<file path="config.mk">
export PLATFORM = sky130hd
export DESIGN_NAME = datapath_ctrl
export DESIGN_NICKNAME = d
export VERILOG_FILES = /design/src/rtl/datapath_ctrl_pkg.sv /design/src/rtl/datapath_ctrl_instr_dec.sv /design/src/rtl/datapath_ctrl.sv
export SDC_FILE = /design/constraint.sdc
export NUM_CORES = 1
export LEC_CHECK = 0
export CAP_MARGIN = 20
export CORE_MARGIN = 5
export CORE_UTILIZATION = 40
export CTS_BUF_LIST = sky130_fd_sc_hd__clkbuf_4
export CTS_CLUSTER_DIAMETER = 50
export CTS_CLUSTER_SIZE = 20
export DETAILED_ROUTE_END_ITERATION = 10
export HOLD_SLACK_MARGIN = 0.02
export PLACE_DENSITY = 0.72
export SLEW_MARGIN = 30
export SYNTH_ARGS = -nofsm -noshare
export SYNTH_HDL_FRONTEND = slang
export SYNTH_SLANG_ARGS = --single-unit
</file>
<file path="constraint.sdc">
create_clock -name clk -period 1.6 [get_ports clk]
set_clock_uncertainty 0.1 [all_clocks]
set_input_delay 0.24 -clock clk [delete_from_list [all_inputs] [get_ports clk]]
set_output_delay 0.24 -clock clk [all_outputs]
set_load 0.03 [all_outputs]
</file>
<file path="src/rtl/datapath_ctrl_pkg.sv">
// datapath_ctrl_pkg: shared state, opcode, select and decode-class encodings for the datapath sequencer
package datapath_ctrl_pkg;
    typedef enum logic [2:0] {
        S_WAIT      = 3'd0,
        S_DECODE    = 3'd1,
        S_WRITE_IMM = 3'd2,
        S_GET_A     = 3'd3,
        S_GET_B     = 3'd4,
        S_ALU       = 3'd5,
        S_WRITE_REG = 3'd6
    } state_t;
    typedef enum logic [1:0] {CLS_IMM, CLS_AB, CLS_B, CLS_ILL} cls_t;
    localparam logic [2:0] OPC_MOV    = 3'b110;
    localparam logic [2:0] OPC_ALU    = 3'b101;
    localparam logic [1:0] OP_MOV_REG = 2'b00;
    localparam logic [1:0] OP_MOV_IMM = 2'b10;
    localparam logic [1:0] OP_CMP     = 2'b01;
    localparam logic [1:0] OP_MVN     = 2'b11;
    localparam logic [1:0] VSEL_C     = 2'b00;
    localparam logic [1:0] VSEL_IMM   = 2'b01;
    localparam logic [1:0] ALU_ADD    = 2'b00;
endpackage

</file>
<file path="src/rtl/datapath_ctrl_instr_dec.sv">
// datapath_ctrl_instr_dec: combinational field extraction, immediate sign extension and class decode of ir
module datapath_ctrl_instr_dec
    import datapath_ctrl_pkg::*;
#(
    parameter int WIDTH = 16
) (
    input  logic [WIDTH-1:0] ir,
    output logic [2:0]       rn,
    output logic [2:0]       rd,
    output logic [2:0]       rm,
    output logic [1:0]       op,
    output logic [1:0]       sh,
    output logic [WIDTH-1:0] sximm8,
    output cls_t             cls,
    output logic             is_cmp,
    output logic             is_mov_reg
);
    logic [2:0] opc;
    assign opc    = ir[15:13];
    assign op     = ir[12:11];
    assign rn     = ir[10:8];
    assign rd     = ir[7:5];
    assign sh     = ir[4:3];
    assign rm     = ir[2:0];
    assign sximm8 = {{(WIDTH-8){ir[7]}}, ir[7:0]};
    assign is_cmp     = opc == OPC_ALU && op == OP_CMP;
    assign is_mov_reg = opc == OPC_MOV && op == OP_MOV_REG;
    always_comb begin
        cls = CLS_ILL;
        if (opc == OPC_MOV && op == OP_MOV_IMM) cls = CLS_IMM;
        else if (is_mov_reg) cls = CLS_B;
        else if (opc == OPC_ALU) cls = op == OP_MVN ? CLS_B : CLS_AB;
    end
endmodule

</file>
<file path="src/rtl/datapath_ctrl.sv">
// datapath_ctrl: Moore sequencer that latches one instruction per s/w handshake and strobes the datapath
module datapath_ctrl
    import datapath_ctrl_pkg::*;
#(
    parameter int WIDTH = 16
) (
    input  logic             clk,
    input  logic             reset,
    input  logic             s,
    input  logic [WIDTH-1:0] in,
    output logic             w,
    output logic             err,
    output logic [2:0]       regnum,
    output logic             write,
    output logic             loada,
    output logic             loadb,
    output logic             loadc,
    output logic             loads,
    output logic             asel,
    output logic             bsel,
    output logic [1:0]       vsel,
    output logic [1:0]       ALUop,
    output logic [1:0]       shift,
    output logic [WIDTH-1:0] sximm8
);
    state_t state, ns;
    logic [WIDTH-1:0] ir;
    logic [2:0] rn, rd, rm;
    logic [1:0] op, sh;
    cls_t cls;
    logic is_cmp, is_mov_reg;

    datapath_ctrl_instr_dec #(.WIDTH(WIDTH)) u_dec (
        .ir(ir), .rn(rn), .rd(rd), .rm(rm), .op(op), .sh(sh), .sximm8(sximm8),
        .cls(cls), .is_cmp(is_cmp), .is_mov_reg(is_mov_reg)
    );

    assign bsel = 1'b0;

    always_comb begin
        ns = S_WAIT;
        unique case (state)
            S_WAIT:   ns = s ? S_DECODE : S_WAIT;
            S_DECODE: ns = cls == CLS_IMM ? S_WRITE_IMM : cls == CLS_AB ? S_GET_A :
                           cls == CLS_B ? S_GET_B : S_WAIT;
            S_GET_A:  ns = S_GET_B;
            S_GET_B:  ns = S_ALU;
            S_ALU:    ns = is_cmp ? S_WAIT : S_WRITE_REG;
            default:  ns = S_WAIT;
        endcase
    end

    // Outputs are registered from the next state so every strobe is glitch-free and aligned with state.
    always_ff @(posedge clk or posedge reset) begin
        if (reset) begin
            state  <= S_WAIT;
            ir     <= '0;
            w      <= 1'b1;
            err    <= 1'b0;
            regnum <= '0;
            write  <= 1'b0;
            loada  <= 1'b0;
            loadb  <= 1'b0;
            loadc  <= 1'b0;
            loads  <= 1'b0;
            asel   <= 1'b0;
            vsel   <= VSEL_C;
            ALUop  <= ALU_ADD;
            shift  <= 2'b00;
        end else begin
            state <= ns;
            if (state == S_WAIT && s) begin
                ir  <= in;
                err <= 1'b0;
            end
            if (state == S_DECODE && cls == CLS_ILL) err <= 1'b1;
            w      <= ns == S_WAIT;
            regnum <= (ns == S_WRITE_IMM || ns == S_GET_A) ? rn : ns == S_GET_B ? rm :
                      ns == S_WRITE_REG ? rd : 3'd0;
            write  <= ns == S_WRITE_IMM || ns == S_WRITE_REG;
            loada  <= ns == S_GET_A;
            loadb  <= ns == S_GET_B;
            loadc  <= ns == S_ALU;
            loads  <= ns == S_ALU && is_cmp;
            asel   <= ns == S_ALU && is_mov_reg;
            vsel   <= ns == S_WRITE_IMM ? VSEL_IMM : VSEL_C;
            ALUop  <= ns == S_ALU ? op : ALU_ADD;
            shift  <= (ns == S_GET_B || ns == S_ALU) ? sh : 2'b00;
        end
    end
endmodule
</file>
* Yosys cells after proc, flatten, opt, wreduce, memory -nomap -nowiden
Cells that the tools add are included.
** Storage, ports and cells
- Memories :: 0
- Bits in writable memories :: 0
- Word-level logic and storage cells :: 64
- Bits in read-only memories :: 0
- Bits in latches :: 0
- Register bits after elaboration :: 35
** Operators by class
- Equal/unequal tests :: 17
- Bitwise operators :: 0
- Add/sub/neg operators :: 0
- Order comparisons :: 0
- Shifts and indexed selects :: 0
- Mux-type cells :: 18
- Div/mod/pow operators :: 0
- Multipliers :: 0
- Reductions and logical operators :: 15
** Operators with widths (number)
- equality test 3 bit (second input constant) :: 7
- 2-to-1 mux 3 bit :: 7
- case mux 3 bit (5 select lines) :: 1
- 2-to-1 mux 2 bit :: 6
- equality test 3 x 2 -> 1 bit (second input constant) :: 3
- equality test 2 bit (second input constant) :: 4
- logical AND 1 bit :: 7
- zero test 3 bit :: 2
- equality test 2 x 1 -> 1 bit (second input constant) :: 2
- zero test 2 bit :: 2
- 2-to-1 mux 1 bit :: 4
- equality test 3 x 1 -> 1 bit (second input constant) :: 1
- logical OR 1 bit :: 3
- nonzero test 2 bit :: 1

* Depth between registers and ports, before layout
- Depth in word-level cells :: 14
- Mapped depth :: 5

* Modules after synthesis
From an unflattened synthesis, not the netlist that was laid out.
** Unflattened totals
- Cell total of the unflattened synthesis :: 143
- Area total of the unflattened synthesis :: 1720.4 sq um
** By module, submodules not included
- datapath_ctrl :: area an instance 1431.4 sq um, times used 1, cells an instance 105, sequential area each 877.1 sq um
- datapath_ctrl_instr_dec :: area an instance 289.0 sq um, times used 1, cells an instance 38, sequential area each 0.0 sq um

* Least setup slack after synthesis
No wires, ideal clock.
- Path type :: reg-to-reg
- From :: reg state[1]
- To :: reg ir[0]
- Path slack :: -0.083 ns
- Buffers on the path :: 1
- Setup time :: 0.127 ns
- Arrival :: 1.456 ns
- Period minus slack after synthesis :: 1.683 ns
- Cell stages (with the launch flop) :: 4
- Cells stage by stage :: dfrtp_1 -> nor4b_4 -> buf_6 -> mux2_1
** Between the ends
- Word-level cells in the longest chain between the ends :: 2
** RTL lines
- start, declared :: line datapath_ctrl.sv:26 : state_t state, ns;
- start signal, assigned :: line datapath_ctrl.sv:71 : state <= ns;
- zero test 3 bit :: line datapath_ctrl.sv:72 : if (state == S_WAIT && s) begin
- logical AND 1 bit :: line datapath_ctrl.sv:72
- end signal, assigned :: line datapath_ctrl.sv:73 : ir <= in;
- end, declared :: line datapath_ctrl.sv:27 : logic [WIDTH-1:0] ir;
No other way between the ends.
A chain may end at the register's enable or synchronous reset.

* Worst setup path after layout
- From :: reg ir[12]
- To :: reg regnum[0]
** Between the ends
- Word-level cells in the longest chain between the ends :: 14
** RTL lines
- equality test 2 bit :: line datapath_ctrl_instr_dec.sv:32 : else if (opc == OPC_ALU) cls = op == OP_MVN ? CLS_B : CLS_AB;
- 2-to-1 mux 2 bit (2 in a row) :: line datapath_ctrl_instr_dec.sv:32
- 2-to-1 mux 2 bit :: line datapath_ctrl_instr_dec.sv:31 : else if (is_mov_reg) cls = CLS_B;
- 2-to-1 mux 2 bit :: line datapath_ctrl_instr_dec.sv:30 : if (opc == OPC_MOV && op == OP_MOV_IMM) cls = CLS_IMM;
- equality test 2 bit :: line datapath_ctrl.sv:45 : cls == CLS_B ? S_GET_B : S_WAIT;
- 2-to-1 mux 3 bit :: line datapath_ctrl.sv:45
- 2-to-1 mux 3 bit (2 in a row) :: line datapath_ctrl.sv:44 : S_DECODE: ns = cls == CLS_IMM ? S_WRITE_IMM : cls == CLS_AB ? S_GET_A :
- case mux 3 bit (5 select lines) * :: line datapath_ctrl.sv:42 : unique case (state)
- equality test 3 bit :: line datapath_ctrl.sv:79 : ns == S_WRITE_REG ? rd : 3'd0;
- 2-to-1 mux 3 bit :: line datapath_ctrl.sv:79
- 2-to-1 mux 3 bit :: line datapath_ctrl.sv:78 : regnum <= (ns == S_WRITE_IMM || ns == S_GET_A) ? rn : ns == S_GET_B ? rm :
- 2-to-1 mux 3 bit * :: line datapath_ctrl.sv:78
- end signal, assigned :: line datapath_ctrl.sv:78
- end, declared :: line datapath_ctrl.sv:13 : output logic [2:0] regnum,
Every way passes the cells marked *; elsewhere a longest branch is shown, timed or not.

==> flow_metrics.py <==
metrics = {
    "clock_tree": {
        "clockBufferDepth": 2,
        "clk_pin_slew_ps": 100,
        "numCtsBuffers": 5,
        "cts-root-buf": "clkbuf_4",
        "cts_tree": "built",
        "h-tree-depth": 2,
        "cts.sinks": 35,
        "clkLatencyLatePin_ps": 330,
    },
    "critical_path": {
        "worstSetupPathType": "reg -> reg",
        "cp.arrival_ps": 1830,
        "crit_path_start_kind": "flip-flop",
        "worst-path-max-fanout": 8,
        "required_ps": 1780,
        "cp-end-kind": "flip-flop",
    },
    "sta": {
        "post-route-period-util_pct": 104,
        "fin_crit_ps": 1660,
        "setup_viol": 8,
        "slew_violations": 0,
        "worst_slack_ps": -58.5,
        "rsz0062_at_grt": "true",
        "setup-tns-final_ps": -266,
        "finalHoldWorstSlack_ps": 140,
        "finalHoldViolations": 0,
        "max_freq_mhz": 603,
    },
    "pwr": {
        "powerDensity_nw_per_um2": 2020,
        "ir_drop_mv": 0.949,
        "leakage_uw": 0.00104,
    },
    "logic_synthesis": {
        "netlist_area_um2": 1530,
        "yosysUniqueCellTypes": 36,
        "yosysTopAreaCell": "dfrtp_1",
        "netlist.area_leader.share_pct": 55.5,
        "ys_ff_latch": 35,
        "postSynthCellCount": 116,
        "synth_area_per_cell_um2": 13.2,
        "synth_warnings": 0,
        "ys_seq_area_share_pct": 57.2,
        "synth.area.top_cells": "dfrtp_1 55%, buf_4 8.8%, mux2_2 5.9%",
    },
    "routing": {
        "wire_per_inst_um": 15.1,
        "wl_met3_um": 204,
        "viasPerCell": 4.80,
        "drt-pass1-iter-count": 4,
        "highest_layer": "met4",
        "drc": 0,
        "dr_wl_met2_um": 1660,
        "vias": 1042,
        "drtIter0Drc": 27,
        "wl_met1_um": 1380,
        "wirelength_um": 3270,
        "antenna_left": 0,
    },
    "final_layout": {
        "fillCellCount": 327,
        "area_growth_pct": 40.2,
        "layout_common_cells": "31 x dfrtp_1, 22 x dlygate4sd2_1, 18 x clkdlybuf4s50_1, 14 x buf_4, 8 x clkdlybuf4s15_2",
        "final_common_cell": "dfrtp_1",
        "fin_cells": 217,
        "diodes": 0,
        "drive_above_1_share_pct": 32.5,
        "final_nets": 187,
    },
    "place": {
        "post-place-cells": 206,
        "hpwl_um": 2370,
        "io_buffers": 50,
        "gp_congestion": 0.770,
    },
    "hold_path": {
        "min_path_type": "in -> async",
    },
    "floorplanning": {
        "start_util_pct": 41.6,
        "design.core.area_um2": 3690,
        "ios": 53,
        "die-area_um2": 5170,
        "die_w_um": 71.9,
        "die_h_um": 71.9,
        "rows": 22,
    },
    "global_route": {
        "grt_max_degree": 19,
        "grt_use_total_pct": 12.9,
        "antenna_found_initial": 0,
        "grt_pass1_vias": 1140,
        "grt_overflow": 0,
        "grt_pass1_wl_um": 5240,
    },
    "run": {
        "drv_cap": 0,
    },
    "outcome": {
        "failed_checks": "setup timing",
        "outcome": "finished, violations left",
    },
}
[Yosys cell counts (all sizes together)]
cell and n:
buf 21, o32ai 1, a22oi 1, o21a 3
nand4b 1, mux2 15, and3 1, and4 1
o21ai 1, nand2b 1, or3 1, nor3b 1
inv 3, nor2b 1, nor4b 1, o21ba 1
nor2 3, dfrtp 34, conb 1, and3b 1
a21boi 1, a311oi 1, dfstp 1, a21oi 1
nor4 1, nand3 1, a221o 3, and2 5
nand2 5, and4bb 1, or4b 1, o21bai 2
[power breakdown]
part | leakage [uW] | switching [uW] | internal, uW | total (uW)
Clock | 0.0000361 | 269 | 205 | 474
Sequential | 0.000437 | 259 | 1260 | 1520
Combinational | 0.000564 | 1320 | 1020 | 2350
Total | 0.00104 | 1850 | 2490 | 4340
[flip-flops by register name (all words and copies together), names as in the netlist, 2 cells and up]
register / flops
ALUop: 2
ir: 16
regnum: 3
shift: 2
state: 3
[per-layer routing]
metal	track usage (%)	up-vias
met2	21.2	38
met4	4.38	0
met1	15.9	508
li1	-	493
met3	4.43	3
met5	0	-
[cells by family after synthesis]
family / after synthesis / synth area share [%]
other cells: 1 / 0.244
buf+inv: 24 / 11.3
simple gates: 26 / 11.9
flops: 35 / 57.2
compound gates: 15 / 8.32
mux: 15 / 11.0
[worst max-delay path, cell delays in order, from the launching register on]
cell	delay, ps
dfrtp_1	390
or4b_1	550
a21boi_2	190
o21a_4	210
a221o_1	160
[path summary, 6_finish.rpt]
kind                                    startpoint  depth (start not counted)             endpoint  slack, ps
worst max-delay path            ir[12]$_DFFE_PP0P_                          4  regnum[0]$_DFF_PP0_        -60
worst min-delay path                         reset                          3  regnum[1]$_DFF_PP0_        140
worst max register to register  ir[12]$_DFFE_PP0P_                          4  regnum[0]$_DFF_PP0_        -60
worst min register to register   ir[9]$_DFFE_PP0P_                          1  regnum[1]$_DFF_PP0_        420
max in group asynchronous                    reset                          3          w$_DFF_PP1_       1000
min in group clk                            in[12]                          3   ir[12]$_DFFE_PP0P_        400
[per-stage QoR]
step	cell area (um^2)	total power [uW]	util, %	setup slack (ps)
2_1_floorplan	1540	3150	-	-72.8
3_3_place_gp	2040	3840	55.3	-166
3_5_place_dp	2040	3900	55.3	-194
4_1_cts	2100	4240	57.0	-45.5
5_1_grt	2150	4580	58.3	-102
6_report	2150	4340	58.3	-58.5
[cell type report]
cell class                      instances  area (um^2)  share of cell area [%]
Multi-Input combinational cell         58          538                    25.0
Clock buffer                            7         52.6                    2.44
Timing Repair Buffer                   65          603                    28.0
Clock inverter                          1         5.00                   0.233
Sequential cell                        35          881                    41.0
Inverter                                3         11.3                   0.524
Tap cell                               48         60.1                    2.79
[what timing repair did]
action	4_1_cts	5_1_grt
hold buffers	0	0
gates resized for setup	52	12
gates cloned	0	0
setup buffers	1	2
setup endpoints to repair	37	34
pin swaps	3	7
Note: power is estimated with default switching activity, not from simulation.
==> edit 1: new RTL, same settings <==
Register the output `loads` once more, with the module's reset; this adds one clock of latency there. The other outputs are not delayed to match.
--- a/src/rtl/datapath_ctrl.sv
+++ b/src/rtl/datapath_ctrl.sv
@@ -24,4 +24,6 @@
     output logic [WIDTH-1:0] sximm8
 );
+
+    logic loads_s0;
     state_t state, ns;
     logic [WIDTH-1:0] ir;
@@ -63,5 +65,5 @@
             loadb  <= 1'b0;
             loadc  <= 1'b0;
-            loads  <= 1'b0;
+            loads_s0 <= 1'b0;
             asel   <= 1'b0;
             vsel   <= VSEL_C;
@@ -82,5 +84,5 @@
             loadb  <= ns == S_GET_B;
             loadc  <= ns == S_ALU;
-            loads  <= ns == S_ALU && is_cmp;
+            loads_s0 <= ns == S_ALU && is_cmp;
             asel   <= ns == S_ALU && is_mov_reg;
             vsel   <= ns == S_WRITE_IMM ? VSEL_IMM : VSEL_C;
@@ -89,3 +91,11 @@
         end
     end
+    always_ff @(posedge clk or posedge reset) begin
+        if (reset) begin
+            loads <= '0;
+        end else begin
+            loads <= loads_s0;
+        end
+    end
+
 endmodule
Function: changed (a bounded check fails within 10 cycles, from zero or initial values and one cycle with reset high).
==> edit 1 against the original RTL <==
The flow still finishes with violations (setup timing). Synthesized area increased by 6.2%. Total power shrank 2.0%. Wire length shrank 1.7%. Final area grew 2.0%. Worst setup slack better by 51 ps. Sequential cell count up 1. Combinational power decreased by 5%. Largest cell class unchanged.
==> edit 1: results (changes against the original RTL) <==
STA
  – Setup violators final: 3 (-5)
  – Worst Slack Setup Final: -7.107 ps (+51.44 ps)

Yosys
  – Synth Area in Compound Gates: 0.07988 (-0.003320)
  – Sequential area share after synthesis: 0.5538 (-0.01801)
  – Synth cell count leaders: 35 x dfrtp_1, 18 x buf_4, 16 x mux2_2
  – Top cells by area, synth: dfrtp_1 54%, mux2_2 11%, buf_4 8.3%
  – Post-Syn Instances: 124 (+6.9%)
  – Netlist cell types: 39 (+8.3%)
  – Mux contribution to synthesized area: 0.1106 (+0.0004849)

Setup path
  – WP data arrival: 1740 ps (-90 ps)
  – Crit path max fanout: 6 (-2)
  – Worst setup path endpoint: regnum[2]
  – R2R Path Start: ir[14]
  – CP max-delay cell: dfrtp_2
  – Crit-path max cell delay: 460 ps (-90 ps)

Global route
  – M2 GR Usage: 0.2313 (+0.01905)
  – Met3 GRT Util: 0.02873 (-0.01559)
  – Met1 Use GR: 0.1516 (-0.007041)
  – Vias in the first global route: 1,152 (+1.1%)
  – Tot GR Track Use: 0.1335 (+0.004435)
  – First-pass GRT wire length: 5451 microns (+4.1%)

Detailed routing
  – DRT met1 WL: 1302 microns (-5.3%)
  – Met3 WL: 194 microns (-4.9%)
  – DR vias: 1,065 (+2.2%)
  – Total Wirelength: 3216 microns (-1.7%)

Place
  – GP Congestion: 0.8069 (+4.9%)
  – Half-perimeter wire length after placement: 2358 microns (-0.48%)

Pwr
  – Worst VDD drop: 0.8776 mV (-7.5%)
  – Switching part of the total power: 0.4230 (-0.003851)
  – Combinational power: 0.00223 W (-5%)
  – LEAKAGE: 1.094 nW (+5.4%)
  – NetSw: 0.001798 W (-2.9%)

Final layout
  – Area of the multi-input gates: 581.8 sq um (+8.1%)
  – ClkCell Share: 0.02396 (-0.002801)
  – CLK BUF: 6 (-1)
  – Non-clock buffering overhead: 0.2641 (-0.01628)
  – Filler cells: 336 (+2.8%)

Outcome
  – Failing checks: setup timing
  – Status: complete, but fails checks
-- edit 1: through the flow --
step	area, sq um	util	hold WS [ps]	setup WS, ps	setup TNS, ps
6_report	2193	0.5523	152.7	-7.107	-17.51
5_1_grt	2193	0.5523	172.8	-96.60	-1466
4_1_cts	2182	0.5495	150.5	-28.19	-28.19
3_5_place_dp	2111	0.5315	245.1	-70.39	-1009
3_3_place_gp	2111	0.5315	233.7	-46.76	-725.2
2_1_floorplan	1633	-	231.2	33.13	0
-- edit 1: kinds of logic (layout without fill, tap and decap cells) --
family                 after synthesis  after routing
AOI/OAI and AO/OA                   17             17
buffers and inverters               24             71
DFF                                 36             36
muxes                               16             16
other                                1              2
and+or+nand+nor                     30             30
-- edit 1: worst max-delay path: cells and delay by family, from the launching register on --
kind | cells | cell delay (ps)
flip-flops | 1 | 460
AND/OR/NAND/NOR | 1 | 420
AO/OA/AOI/OAI | 3 | 520
==> edit 2: new RTL, same flow settings <==
Made on the original files. `WIDTH` is set to 16 in 2 places; all go to 24.
--- a/src/rtl/datapath_ctrl_instr_dec.sv
+++ b/src/rtl/datapath_ctrl_instr_dec.sv
@@ -3,5 +3,5 @@
     import datapath_ctrl_pkg::*;
 #(
-    parameter int WIDTH = 16
+    parameter int WIDTH = 24
 ) (
     input  logic [WIDTH-1:0] ir,
--- a/src/rtl/datapath_ctrl.sv
+++ b/src/rtl/datapath_ctrl.sv
@@ -3,5 +3,5 @@
     import datapath_ctrl_pkg::*;
 #(
-    parameter int WIDTH = 16
+    parameter int WIDTH = 24
 ) (
     input  logic             clk,
Interface: changed (resized in and sximm8); port bits go from 53 to 69. No check against the original RTL was run, so the function may have changed too.
==> edit 2 against the original RTL <==
The run still ends with setup timing left. Worst setup slack better by 22 ps. Sequential cell count did not move. Final area decreased by 0.17%. Worst hold slack better by 13 ps. First-iteration DRC count grew 81%. Total power grew 6.7%. Fmax increased by 1.4%. Synthesized area up 3.9%. Wire length is 2.0% higher. Critical path type unchanged. Largest cell class unchanged. Highest routed layer unchanged.
==> edit 2: results (changes against the original RTL) <==
Outcome
  – Status: complete, but fails checks
  – Failing checks: setup timing

Pwr
  – Switching part of the total power: 0.4560 (+0.02916)
  – Pwr Density: 2155 nW/um^2 (+6.9%)
  – Worst VDD drop: 1.136 mV (+20%)
  – Flop+latch power: 0.00155 W
  – LEAKAGE: 1.054 nW (+1.6%)
  – Power share of the clock group: 0.099 (-0.010)

Detailed routing
  – DR vias/cell: 4.680 (-2.5%)
  – DRT met1 WL: 1356 microns (-1.4%)
  – Pre-antenna DRT Iters: 5 (+1)
  – DR vias: 1,053 (+1.1%)
  – Total Wirelength: 3335 microns (+2.0%)
  – Initial drt markers: 49 (+81%)
  – Met2 wire len: 1717 microns (+3.4%)
  – Met3 WL: 230 microns (+13%)

Setup path
  – WP data arrival: 1810 ps (-20 ps)

Clocking
  – Reg clk slew, reported paths: 100 ps (about the same)
  – Clock Latency Late Sink: 330 ps (about the same)
  – PostCTS Resize Cnt: 25 (-52%)
  – Post-CTS Setup Bufs: 0 (-1)

Final layout
  – Final nets: 201 (+7.5%)
  – Syn-to-layout area delta: 34.69%
  – Top flop regs: ir: 16 flops, regnum: 3 flops, state: 3 flops
  – Filler cells: 335 (+2.4%)
  – Share of layout cells above drive strength 1: 0.3257 (about the same)

STA
  – Setup violators final: 5 (-3)
  – Worst Slack Setup Final: -36.06 ps (+22.48 ps)
  – Fin Setup TNS: -149.8 ps (+116.0 ps)

Global route
  – First-pass GRT wire length: 5299 microns (+1.2%)
  – Pin count of the biggest net entering global routing: 36 (+17)
  – Met1 Use GR: 0.1629 (+0.004184)
  – Met3 GRT Util: 0.05372 (+0.009398)
  – Tot GR Track Use: 0.1285 (-0.0005696)
  – M2 GR Usage: 0.2066 (-0.005691)

Yosys
  – Post-Synth XOR/XNOR Area: 0 (unchanged)
  – Synth cell count leaders: 34 x dfrtp_1, 26 x buf_4, 8 x mux2_2
  – Syn_area_per_cell: 12.86 sq um (-2.8%)
  – Synth Area in Compound Gates: 0.08006 (-0.003135)
  – Synthesis Warnings: 0 (unchanged)
  – Top cells by area, synth: dfrtp_1 53%, buf_4 12%, mux2_2 5.7%
  – Mux contribution to synthesized area: 0.1060 (-0.004149)
  – Sequential area share after synthesis: 0.5502 (-0.02154)

Place
  – DP Cell Count: 214 (+3.9%)
  – Half-perimeter wire length after placement: 2413 microns (+1.8%)
  – Pre-CTS setup slack: -158.8 ps (+34.71 ps)
  – Number of port buffers: 58 (+16%)
  – Area post-placement: 2077 sq um (+1.8%)
  – GP Congestion: 0.7162 (-6.9%)
edit 2: cell count changes after synthesis:
cell   before  now
buf_4      18   26
edit 2: area by class of cell:
| class | instances | area share |
|---|---|---|
| clock buffers | 6 | 0.02098 |
| inverters | 3 | 0.005245 |
| well taps | 50 | 0.02914 |
| multi-input cells | 58 | 0.2389 |
| clock inverters | 2 | 0.003497 |
| repair buffers | 71 | 0.2925 |
| flip-flops and latches | 35 | 0.4097 |
edit 2: worst paths after layout:
| check | from | end | slack, ps | depth (start not counted) |
|---|---|---|---|---|
| min in group clk | in[12] | ir[12] | 380 | 3 |
| worst min register to register | ir[10] | regnum[2] | 420 | 1 |
| max in group asynchronous | reset | w | 1010 | 3 |
| worst min-delay path | reset | regnum[2] | 150 | 3 |
| worst max register to register | ir[11] | regnum[1] | -40 | 4 |
| worst max-delay path | ir[11] | regnum[1] | -40 | 4 |
edit 2: worst max-delay path, stage by stage (launching register included):
cell and delay (ps):
dfrtp_1 420, or4b_1 520, a21boi_1 140, o21a_2 240, a221o_1 170
